<file path="src/rtl/mul_div_unit.sv">
// Iterative multiply/divide unit holding the architectural HI/LO pair.
// Shift-add multiply and restoring divide on operand magnitudes, with sign fix-up in a final cycle.
module mul_div_unit #(
    parameter int unsigned WIDTH = 32
) (
    input  logic             clock,
    input  logic             reset,
    input  logic             start,
    input  logic [1:0]       op,
    input  logic [WIDTH-1:0] a,
    input  logic [WIDTH-1:0] b,
    input  logic             hi_we,
    input  logic             lo_we,
    input  logic [WIDTH-1:0] wdata,
    output logic             busy,
    output logic             done,
    output logic [WIDTH-1:0] hi,
    output logic [WIDTH-1:0] lo
);

    localparam int unsigned CW = $clog2(WIDTH + 1);
    localparam int unsigned AW = 2 * WIDTH;

    typedef enum logic [1:0] {IDLE, RUN, FIX} state_t;

    state_t           state_q;
    logic [CW-1:0]    cnt_q;
    logic [1:0]       op_q;
    logic [AW-1:0]    acc_q;
    logic [WIDTH-1:0] opb_q;
    logic [WIDTH-1:0] a_orig_q;
    logic             div0_q;
    logic             neg_lo_q;
    logic             neg_hi_q;
    logic             busy_q;
    logic             done_q;
    logic [WIDTH-1:0] hi_q;
    logic [WIDTH-1:0] lo_q;

    logic             a_neg_c;
    logic             b_neg_c;
    logic [WIDTH-1:0] a_mag_c;
    logic [WIDTH-1:0] b_mag_c;
    logic [WIDTH:0]   mul_sum_c;
    logic [WIDTH:0]   div_shift_c;
    logic             div_ge_c;
    logic [WIDTH-1:0] div_rem_c;
    logic [AW-1:0]    step_c;
    logic [AW-1:0]    prod_c;
    logic [WIDTH-1:0] quot_c;
    logic [WIDTH-1:0] rem_c;
    logic [WIDTH-1:0] res_hi_c;
    logic [WIDTH-1:0] res_lo_c;

    // Operand magnitudes; op[0] selects the signed variants.
    always_comb begin
        a_neg_c = op[0] & a[WIDTH-1];
        b_neg_c = op[0] & b[WIDTH-1];
        a_mag_c = a_neg_c ? (~a + WIDTH'(1)) : a;
        b_mag_c = b_neg_c ? (~b + WIDTH'(1)) : b;
    end

    // One iteration: multiply shifts the accumulator right, divide shifts the remainder:quotient left.
    always_comb begin
        mul_sum_c   = {1'b0, acc_q[AW-1:WIDTH]} + (acc_q[0] ? {1'b0, opb_q} : (WIDTH+1)'(0));
        div_shift_c = {acc_q[AW-1:WIDTH], acc_q[WIDTH-1]};
        div_ge_c    = div_shift_c >= {1'b0, opb_q};
        div_rem_c   = div_ge_c ? WIDTH'(div_shift_c - {1'b0, opb_q}) : div_shift_c[WIDTH-1:0];
        step_c      = op_q[1] ? {div_rem_c, acc_q[WIDTH-2:0], div_ge_c}
                              : {mul_sum_c, acc_q[WIDTH-1:1]};
    end

    // Sign correction and divide-by-zero override applied in FIX.
    always_comb begin
        prod_c = neg_lo_q ? (~acc_q + AW'(1)) : acc_q;
        quot_c = neg_lo_q ? (~acc_q[WIDTH-1:0] + WIDTH'(1)) : acc_q[WIDTH-1:0];
        rem_c  = neg_hi_q ? (~acc_q[AW-1:WIDTH] + WIDTH'(1)) : acc_q[AW-1:WIDTH];
        if (!op_q[1]) begin
            res_hi_c = prod_c[AW-1:WIDTH];
            res_lo_c = prod_c[WIDTH-1:0];
        end else if (div0_q) begin
            res_hi_c = a_orig_q;
            res_lo_c = '1;
        end else begin
            res_hi_c = rem_c;
            res_lo_c = quot_c;
        end
    end

    always_ff @(posedge clock) begin
        if (reset) begin
            state_q  <= IDLE;
            cnt_q    <= '0;
            op_q     <= '0;
            acc_q    <= '0;
            opb_q    <= '0;
            a_orig_q <= '0;
            div0_q   <= 1'b0;
            neg_lo_q <= 1'b0;
            neg_hi_q <= 1'b0;
            busy_q   <= 1'b0;
            done_q   <= 1'b0;
            hi_q     <= '0;
            lo_q     <= '0;
        end else begin
            done_q <= 1'b0;
            case (state_q)
                IDLE: begin
                    if (start) begin
                        op_q     <= op;
                        acc_q    <= {WIDTH'(0), op[1] ? a_mag_c : b_mag_c};
                        opb_q    <= op[1] ? b_mag_c : a_mag_c;
                        a_orig_q <= a;
                        div0_q   <= (b == '0);
                        neg_lo_q <= a_neg_c ^ b_neg_c;
                        neg_hi_q <= a_neg_c;
                        cnt_q    <= CW'(WIDTH);
                        busy_q   <= 1'b1;
                        state_q  <= RUN;
                    end else begin
                        if (hi_we) hi_q <= wdata;
                        if (lo_we) lo_q <= wdata;
                    end
                end
                RUN: begin
                    acc_q <= step_c;
                    cnt_q <= cnt_q - CW'(1);
                    if (cnt_q == CW'(1)) state_q <= FIX;
                end
                FIX: begin
                    hi_q    <= res_hi_c;
                    lo_q    <= res_lo_c;
                    done_q  <= 1'b1;
                    busy_q  <= 1'b0;
                    state_q <= IDLE;
                end
                default: state_q <= IDLE;
            endcase
        end
    end

    assign busy = busy_q;
    assign done = done_q;
    assign hi   = hi_q;
    assign lo   = lo_q;

endmodule

</file>
<file path="config.mk">
export PLATFORM = sky130hd
export DESIGN_NAME = mul_div_unit
export DESIGN_NICKNAME = d
export VERILOG_FILES = /design/src/rtl/mul_div_unit.sv
export SDC_FILE = /design/constraint.sdc
export NUM_CORES = 1
export LEC_CHECK = 0
export BUFFER_PORTS_ARGS = -buffer_cell sky130_fd_sc_hd__buf_2
export CAP_MARGIN = 30
export CORE_MARGIN = 5
export CORE_UTILIZATION = 35
export CTS_CLUSTER_DIAMETER = 80
export CTS_CLUSTER_SIZE = 25
export DETAILED_ROUTE_END_ITERATION = 10
export PLACE_DENSITY = 0.6
export REMOVE_ABC_BUFFERS = 1
export SETUP_SLACK_MARGIN = 0.2
export SLEW_MARGIN = 20
export SYNTH_ARGS = -nofsm -noshare
export SYNTH_HDL_FRONTEND = slang
export SYNTH_SLANG_ARGS = --single-unit
export TNS_END_PERCENT = 5
</file>
<file path="constraint.sdc">
create_clock -name clock -period 3.6 [get_ports clock]
set_input_delay 0.54 -clock clock [delete_from_list [all_inputs] [get_ports clock]]
set_output_delay 0.54 -clock clock [all_outputs]
set_load 0.03 [all_outputs]
</file>
### Word-level counts from Yosys, hierarchy flattened

Cells that the tools add are included.

* bits in registers: 207
* input port bits: 103
* output and inout port bits: 66

* add/subtract/negate cells: 8
* magnitude comparators: 1
* equal/unequal tests: 8
* multiplexer cells: 30
* bitwise logic cells: 8
* reductions and logical operators: 10

Operators with widths (number)
* $mux 32: 16
* $mux 64: 3
* $add 32x1->32 const B: 4
* $not 32->32: 4
* $pmux 32 s2: 2
* $pmux 64 s2: 1
* $add 64x1->64 const B: 1
* $not 64->64: 1
* $add 32x32->33: 1
* $ge 33x32->1: 1
* $logic_not 32->1: 1
* $sub 32x32->32: 1
* $pmux 6 s2: 1
* $ne 2x2->1 const B: 5
* $reduce_and 2->1: 4
* $eq 6x1->1 const B: 1
* $mux 6: 1
* $reduce_and 3->1: 2
* $sub 6x1->6 const B: 1
* $mux 2: 2
* $pmux 2 s2: 1
* $reduce_bool 2->1: 2
* $and 1x1->1: 2
* $eq 2x1->1 const B: 1
* 5 further kinds: 6

### Longest topological paths before layout

Gate-level depths: netlist of run 1.

* word-level depth: 6
* gate-level depth with buffers: 15

### Least setup slack after synthesis of run 1

Ideal clock, no wire load.

* path kind: register to register
* start point: register acc_q[0]
* end point: register acc_q[62]
* arrival time: 3433 ps
* required time: 3505 ps
* path slack: 72 ps
* stages on the path, launching flop included: 16
* buffers on the path: 3
* period minus slack after synthesis: 3528 ps
* cells stage by stage: dfxtp_1 > inv_1 > clkbuf_1 > nor2_1 > ha_1 > buf_2 > and2_1 > a221o_1 > o21ai_0 > a21oi_1 > or3_1 > clkbuf_1 > o21ai_1 > and4b_1 > or4_1 > a221oi_1

* word-level cells in the longest chain between the ends: 4

Ends and longest elaborated chain
* from (decl): line 29 `logic [AW-1:0] acc_q;`
* from (signal assigned): line 111 `acc_q <= {WIDTH'(0), op[1] ? a_mag_c : b_mag_c};`
* from (signal assigned): line 126 `acc_q <= step_c;`
* $mux 32: line 65 `mul_sum_c = {1'b0, acc_q[AW-1:WIDTH]} + (acc_q[0] ? {1'b0, opb_q} : (WIDTH+1)'(0));`
* $add 32x32->33: line 65
* $mux 64: line 69 `step_c = op_q[1] ? {div_rem_c, acc_q[WIDTH-2:0], div_ge_c}`
* $pmux 64 s2: line 107 `case (state_q)`

Every way passes these cells.
A chain may end at the register's enable or synchronous reset.

### Final worst setup path of run 1

* start point: register opb_q[15]
* end point: register acc_q[62]

* word-level cells in the longest chain between the ends: 4

Ends and longest elaborated chain
* from (decl): line 30 `logic [WIDTH-1:0] opb_q;`
* from (signal assigned): line 112 `opb_q <= op[1] ? b_mag_c : a_mag_c;`
* $mux 32 (tied with other cells): line 65
* $add 32x32->33 / $mux 32 (equally long branches): line 65, 68
* $mux 64 (*): line 69
* $pmux 64 s2 (*): line 107

Mark *: on every way between the ends. The rest lies on a longest branch, timed or not.

==> key figures, run 1 <==
Synthesis
  • Most used DFF post-synth: dfxtp_1
  • Most frequent cell after synthesis: nand2_1
  • Syn Area/Cell: 7.32 um^2
  • Sequential-to-total area share from yosys stat: 24.7%
  • Mapped cell area: 16,700 um^2
  • Most instantiated cells after synthesis: nand2_1, a21oi_1, dfxtp_1
  • Synthesized flop and latch total: 206
  • Yosys top cell area share: 24.7%
  • Post-synthesis cell type count: 82
  • EDFF count, synth: 0
  • Cell count after synthesis: 2,277
  • Post-synth ARST share: 0%
  • Synth Warn #: 0
  • Area contributors post-synth: dfxtp_1, nand2_1, a21oi_1, xnor2_1, ha_1
  • Dominant cell type by area after synthesis: dfxtp_1

Routing
  • Total wire length: 67,600 um
  • Total number of vias: 18.2k
  • Routed Antenna Nets: 0
  • Initial DRC count: 2,091
  • DRC: 0
  • DRT Pass-1 Iters: 5
  • Routed wire per std cell: 22.3 um
  • Via/cell ratio: 5.99

Critical path
  • Critical path peak fanout: 7
  • Setup CP Type: flop to flop
  • Arrival time worst endpoint: 3780 ps
  • CP Capture Point: acc_q[62]
  • CP Launch Point: opb_q[15]
  • WP data required: 4040 ps
  • FF-to-FF path depth: 13
  • FF-to-FF End: acc_q[62]
  • Worst reg2reg setup slack: 260 ps
  • CP startpoint kind: flop
  • Worst reg2reg path startpoint: opb_q[15]
  • Crit end category: flop

Global route
  • Grt ovf: 0
  • Largest net degree at the start of global routing: 92
  • Antenna violations before repair: 5
  • Vias in the first global route: 16.8k
  • First-pass GRT wire length: 102,000 um
  • Total track usage: 24.3%

Finish
  • Share of layout cells above drive strength 1: 16.1%
  • Synth-to-Final Area Change: 16.0%
  • Post-route cell area: 19,300 um^2
  • Multi-input logic area: 11,700 um^2
  • Storage element area: 4130 um^2
  • Fillers: 5,011
  • Final net count: 2,583

Pwr
  • Leak pwr: 7.62 nW
  • Worst vdd ir: 0.288 mV
  • Power density over cell area: 372 nW/um^2

Clock network
  • Worst-path clk slew: 90 ps
  • Depth of the CTS H-tree: 1
  • TritonCTS clock tree: built
  • CTS sink cnt: 206
  • TritonCTS Buffers: 16
  • CTS root buf: clkbuf_16
  • Post-CTS Hold Buffers: 0
  • Insertion delay to the later sink of the worst-skew pair: 540 ps
  • Clock Path Buffers: 3

Die
  • Full die area: 52,100 um^2
  • Initial Utilization: 35.1%
  • Core box area: 47,400 um^2
  • Row Count: 80
  • Top Ports: 169
  • Die extent in y: 228 um
  • Die X: 228 um

Run status
  • Outcome: finished clean

STA
  • Worst Max-Slew Pin Slew: 932 ps
  • Pins Over Slew Limit: 0
  • Min Tclk post-route: 3340 ps
  • RSZ-0062 raised after global routing: yes
  • Setup ws final: 258 ps
  • Clock Skews: 28.9 ps
  • Final setup viols: 0
  • Final Hold Vio Count: 0
  • Slew HR: 37.9%
  • Fin crit share: 92.8%
  • Max Fclk: 299 MHz

Job
  • Max cap viols: 0

Place
  • Gpl congestion: 0.964
  • Final HPWL DP: 51,300 um
  • Post-Place Cell Area: 18,600 um^2
  • IO Port Bufs: 168
  • Pre-CTS WS: 191 ps

Worst hold path
  • HP Class: input pin to flop
==> metrics by stage <==
step | util (%) | std cells | TNS, ps | hold WS [ps] | power (W)
final | 40.7 | 3036 | 0 | 281 | 0.00719
after global routing | 40.7 | 3035 | 0 | 278 | 0.00751
after CTS | 40.5 | 3030 | 0 | 269 | 0.00714
after detailed placement | 39.2 | 3001 | 0 | 440 | 0.00504
after global placement | 39.2 | 3001 | 0 | 435 | 0.00503
after floorplan | - | 2097 | -174760 | 426 | 0.00409
==> sequential cells by signal, indices dropped and copies added (netlist names) <==
name      cells
a_orig_q     32
acc_q        64
busy          1
cnt_q         6
div0_q        1
done          1
hi           32
lo           32
neg_hi_q      1
neg_lo_q      1
op_q          1
opb_q        32
state_q       2
==> cell type report <==
cell class | count | area share [%]
clock buffer | 17 | 2.20
sequential | 206 | 21.4
multi-input combinational | 1821 | 60.6
antenna | 3 | 0.0388
clock inverter | 11 | 0.848
tap | 615 | 3.98
inverter | 70 | 1.36
timing repair buffer | 293 | 9.58
==> kinds of logic (layout without fill, tap and decap cells) <==
| logic type | count (synthesis) | in the layout | share of synthesized area, % |
|---|---|---|---|
| AO/OA/AOI/OAI | 769 | 769 | 30.4 |
| XOR/XNOR | 198 | 198 | 10.4 |
| adder cells (fa/ha/maj) | 72 | 72 | 5.49 |
| buffers and inverters | 250 | 391 | 5.83 |
| flip-flops | 206 | 206 | 24.7 |
| multiplexers | 52 | 52 | 3.14 |
| other | 0 | 3 | 0 |
| AND/OR/NAND/NOR | 730 | 730 | 19.9 |
==> per-layer routing <==
metal	global-route usage (%)	wire [um]	vias to the layer above
li1	-	-	8553
met2	37.5	29400	844
met4	7.73	2540	2
met5	0	13	-
met1	35.3	30300	8665
met3	3.06	5370	126
==> how the worst min path moves through the flow <==
stage	from	endpoint	slack, ps	cells past startpoint
after floorplan	opb_q[11]	opb_q[11]	430	2
after global placement	hi[17]	hi[17]	430	1
after detailed placement	lo[20]	lo[20]	440	2
after CTS	a[17]	a_orig_q[17]	270	3
after global routing	wdata[27]	hi[27]	280	3
final	a[17]	a_orig_q[17]	280	3
==> worst max-delay path, cell delays in order (launching register included) <==
cell	delay, ps
dfxtp_1	350
inv_1	110
ha_2	430
nand4_1	230
nor4_2	330
buf_4	180
nand4_1	220
o211ai_1	260
nor3_2	110
buf_4	200
nand2_1	110
o22ai_1	80
or4_1	430
a221oi_2	220
==> cell usage in the layout (no fill, tap or decap), types with 14 or more instances in the layout <==
| master | count |
|---|---|
| nand2_1 | 314 |
| a21oi_1 | 230 |
| dfxtp_1 | 201 |
| nor2_1 | 194 |
| buf_2 | 167 |
| o21ai_0 | 135 |
| buf_4 | 119 |
| xnor2_1 | 113 |
| xor2_1 | 85 |
| a211oi_1 | 82 |
| inv_1 | 68 |
| ha_1 | 65 |
| mux2i_1 | 50 |
| o211ai_1 | 50 |
| nor3_1 | 39 |
| o31ai_1 | 36 |
| o221ai_1 | 35 |
| a21o_1 | 28 |
| nand3_1 | 23 |
| or4_1 | 21 |
| a31oi_1 | 18 |
| nand2b_1 | 17 |
| o41ai_1 | 17 |
| clkbuf_16 | 17 |
| nor2b_1 | 15 |
| or3_1 | 15 |
| nor4_1 | 14 |
| nand4_1 | 14 |
==> report_power, final <==
part	switching (W)	total, W	leakage [nW]	internal, W
Clock	0.00109	0.00210	0.286	0.00101
Combinational	0.00156	0.00247	5.64	0.000917
Sequential	0.000174	0.00261	1.69	0.00244
==> what timing repair did <==
action                                  in CTS  in global routing
endpoints found under the setup margin       1                 15
pin swaps                                    2                  7
buffers inserted                             1                  2
gates resized for setup                      2                 26
(Power assumes the default switching activity.)
==> inputs of run 2 (changes only) <==
CAP_MARGIN = unset   (was 30)
CTS_CLUSTER_DIAMETER = 60   (was 80)
PLACE_DENSITY = 0.58   (was 0.6)
clock period = 3.2 ns   (was 3.6 ns; I/O delays follow)
==> run 2 against run 1 <==
  * The run now ends with negative setup slack left
  * Sequential power up 12%
  * Clock skew down 5.2 ps
  * Die area unchanged
  * Global-route usage up 1.1 points
  * Critical endpoint is now acc_q[63]
  * Highest routed layer is now met4
==> key figures, run 2 (synthesis results as in run 1) <==
Run status
  • Outcome: finished, violations left
  • Violated checks: negative setup slack

Place
  • Final HPWL DP: 54,600 um (+6.5%)
  • Placed cells: 3,157 (+5.2%)
  • IO Port Bufs: 168 (unchanged)
  • Gpl congestion: 0.957 (-0.75%)

Routing
  • Total number of vias: 18.7k (+3.0%)
  • Routed wire per std cell: 21.9 um (-1.6%)
  • Via/cell ratio: 5.84 (-2.5%)
  • Total wire length: 70,300 um (+3.9%)
  • DRC: 0 (unchanged)
  • Routed Antenna Nets: 0 (unchanged)
  • Initial DRC count: 1,742 (-17%)
  • DRT Pass-1 Iters: 5 (unchanged)

Global route
  • Total track usage: 25.4% (+1.1 points)
  • Vias in the first global route: 17.7k (+5.5%)
  • Antenna violations before repair: 1 (-4)
  • Grt met3 use: 2.91% (-0.15 points)
  • Grt ovf: 0 (unchanged)
  • Most Crowded Layer GR: met2
  • Largest net degree at the start of global routing: 104 (+13%)
  • Met2 Usage GRT: 41.1% (+3.5 points)
  • Met1 Usage GRT: 35.7% (+0.39 points)
  • First-pass GRT wire length: 107,000 um (+4.3%)

Job
  • Max cap viols: 0 (unchanged)

Clock network
  • Worst-path clk slew: 80 ps (about the same)
  • CTS root buf: clkbuf_16
  • Clock Path Buffers: 3 (unchanged)
  • Post-CTS Hold Buffers: 0 (unchanged)
  • TritonCTS clock tree: built
  • CTS sink cnt: 206 (unchanged)
  • Insertion delay to the later sink of the worst-skew pair: 560 ps (+20 ps)
  • TritonCTS Buffers: 23 (+7)
  • Depth of the CTS H-tree: 1 (unchanged)

Critical path
  • CP Cell Sequence: inv_1 > ha_1 > nand3_2 > a21oi_2 > or2_2 > a21oi_2 > o21ai_0 > buf_4 > o311ai_2 > buf_4 > o32ai_1 > mux2_2 > a211oi_1
  • Slowest-stage cell, CP: dfxtp_1
  • Buf/Inv on CP: 3 (unchanged)
  • Arrival time worst endpoint: 3670 ps (-110 ps)
  • Critical path peak fanout: 4 (-3)
  • Setup CP Type: flop to flop
  • Crit end category: flop
  • WP data required: 3660 ps (-380 ps)
  • CP delay by family, top: compound AO/OA/AOI/OAI gates
  • CP startpoint kind: flop
  • Crit path largest cell delay: 420 ps (about the same)

STA
  • Final Hold Vio Count: 0 (unchanged)
  • Setup ws final: -3.87 ps (-262 ps)
  • Clock Skews: 23.7 ps (-5.23 ps)
  • Min Tclk post-route: 3200 ps (-138 ps)
  • Slew HR: 15.0% (-23 points)
  • Pins Over Slew Limit: 0 (unchanged)
  • Fin crit share: 100% (+7.3 points)
  • RSZ-0062 raised after global routing: yes
  • Max Fclk: 312 MHz (+4.3%)
  • Post-Route Setup TNS: -6.83 ps (-6.83 ps)
  • Final setup viols: 2 (+2)
  • Worst Max-Slew Pin Slew: 1270 ps (+339 ps)

Finish
  • Fin cells: 3,207 (+5.6%)
  • Commonest non-fill, non-tap cell in the layout: nand2_1
  • Fillers: 4,848 (-3.3%)
  • Share of layout cells above drive strength 1: 23.7% (+7.6 points)
  • Largest register FFs: 64 (unchanged)
  • Final net count: 2,750 (+6.5%)
  • Synth-to-Final Area Change: 26.9%
  • Most frequent cells in the layout: nand2_1, buf_4, a21oi_1, dfxtp_1, nor2_1
  • Reg with most FFs: acc_q

Pwr
  • Final Power: 0.00898 W (+25%)
  • Leak pwr: 8.59 nW (+13%)
  • Worst vdd ir: 0.389 mV (+35%)
  • Power density over cell area: 424 nW/um^2 (+14%)

Worst hold path
  • HP Class: input pin to flop

Die
  • Full die area: 52,100 um^2 (unchanged)
  • Die X: 228 um (unchanged)
  • Initial Utilization: 35.1% (unchanged)
  • Core box area: 47,400 um^2 (unchanged)
  • Row Count: 80 (unchanged)
  • Top Ports: 169 (unchanged)
  • Die extent in y: 228 um (unchanged)
-- run 2: power breakdown --
part | switching, W | total, W | internal [W]
registers | 0.000175 | 0.00292 | 0.00274
logic | 0.00187 | 0.00312 | 0.00125
clock network | 0.00141 | 0.00294 | 0.00153
total | 0.00346 | 0.00898 | 0.00552
-- run 2: final timing paths --
path / start / to / slack [ps] / cells past startpoint
hold / removal: a[16] / a_orig_q[16] / 200 / 3
setup reg to reg: opb_q[2] / acc_q[63] / -4 / 13
hold reg to reg: opb_q[25] / opb_q[25] / 450 / 2
setup / recovery: opb_q[2] / acc_q[63] / -4 / 13
-- run 2: timing repair --
item                                   4_1_cts  5_1_grt
gates resized for setup                     50       64
setup endpoints to repair                   63       68
cloned                                       0        0
pin swaps                                   25       27
endpoints found under the hold margin        0        0
buffers inserted                             7        1
-- run 2: per-stage QoR --
step	utilization [%]	area, um^2	worst slack, ps	hold slack [ps]
finish	44.6	21200	-3.87	204
global route	44.6	21200	-105	212
CTS	44.0	20900	27.4	191
detailed placement	41.6	19800	-167	442
global placement	41.6	19800	-123	434
floorplan	-	16000	-3370	426
-- run 2: per-layer routing --
metal	part of all wire [%]	wire, um
met1	45	31300
met2	45	31900
met3	6.7	4700
met4	3.3	2290
met5	0	0
-- run 2: layout make-up --
class / instances / area, um^2 / area share [%]
diodes: 1 / 2.50 / 0.0118
well taps: 615 / 769 / 3.64
clock inverters: 16 / 228 / 1.08
clock buffers: 25 / 593 / 2.80
multi-input cells: 1821 / 12100 / 57.1
flip-flops and latches: 206 / 4140 / 19.6
repair buffers: 453 / 3080 / 14.6
inverters: 70 / 265 / 1.25
-- run 2: worst min-delay path, cell delays in order --
cell     delay, ps
buf_2          120
nand2_1         60
a21oi_1         50
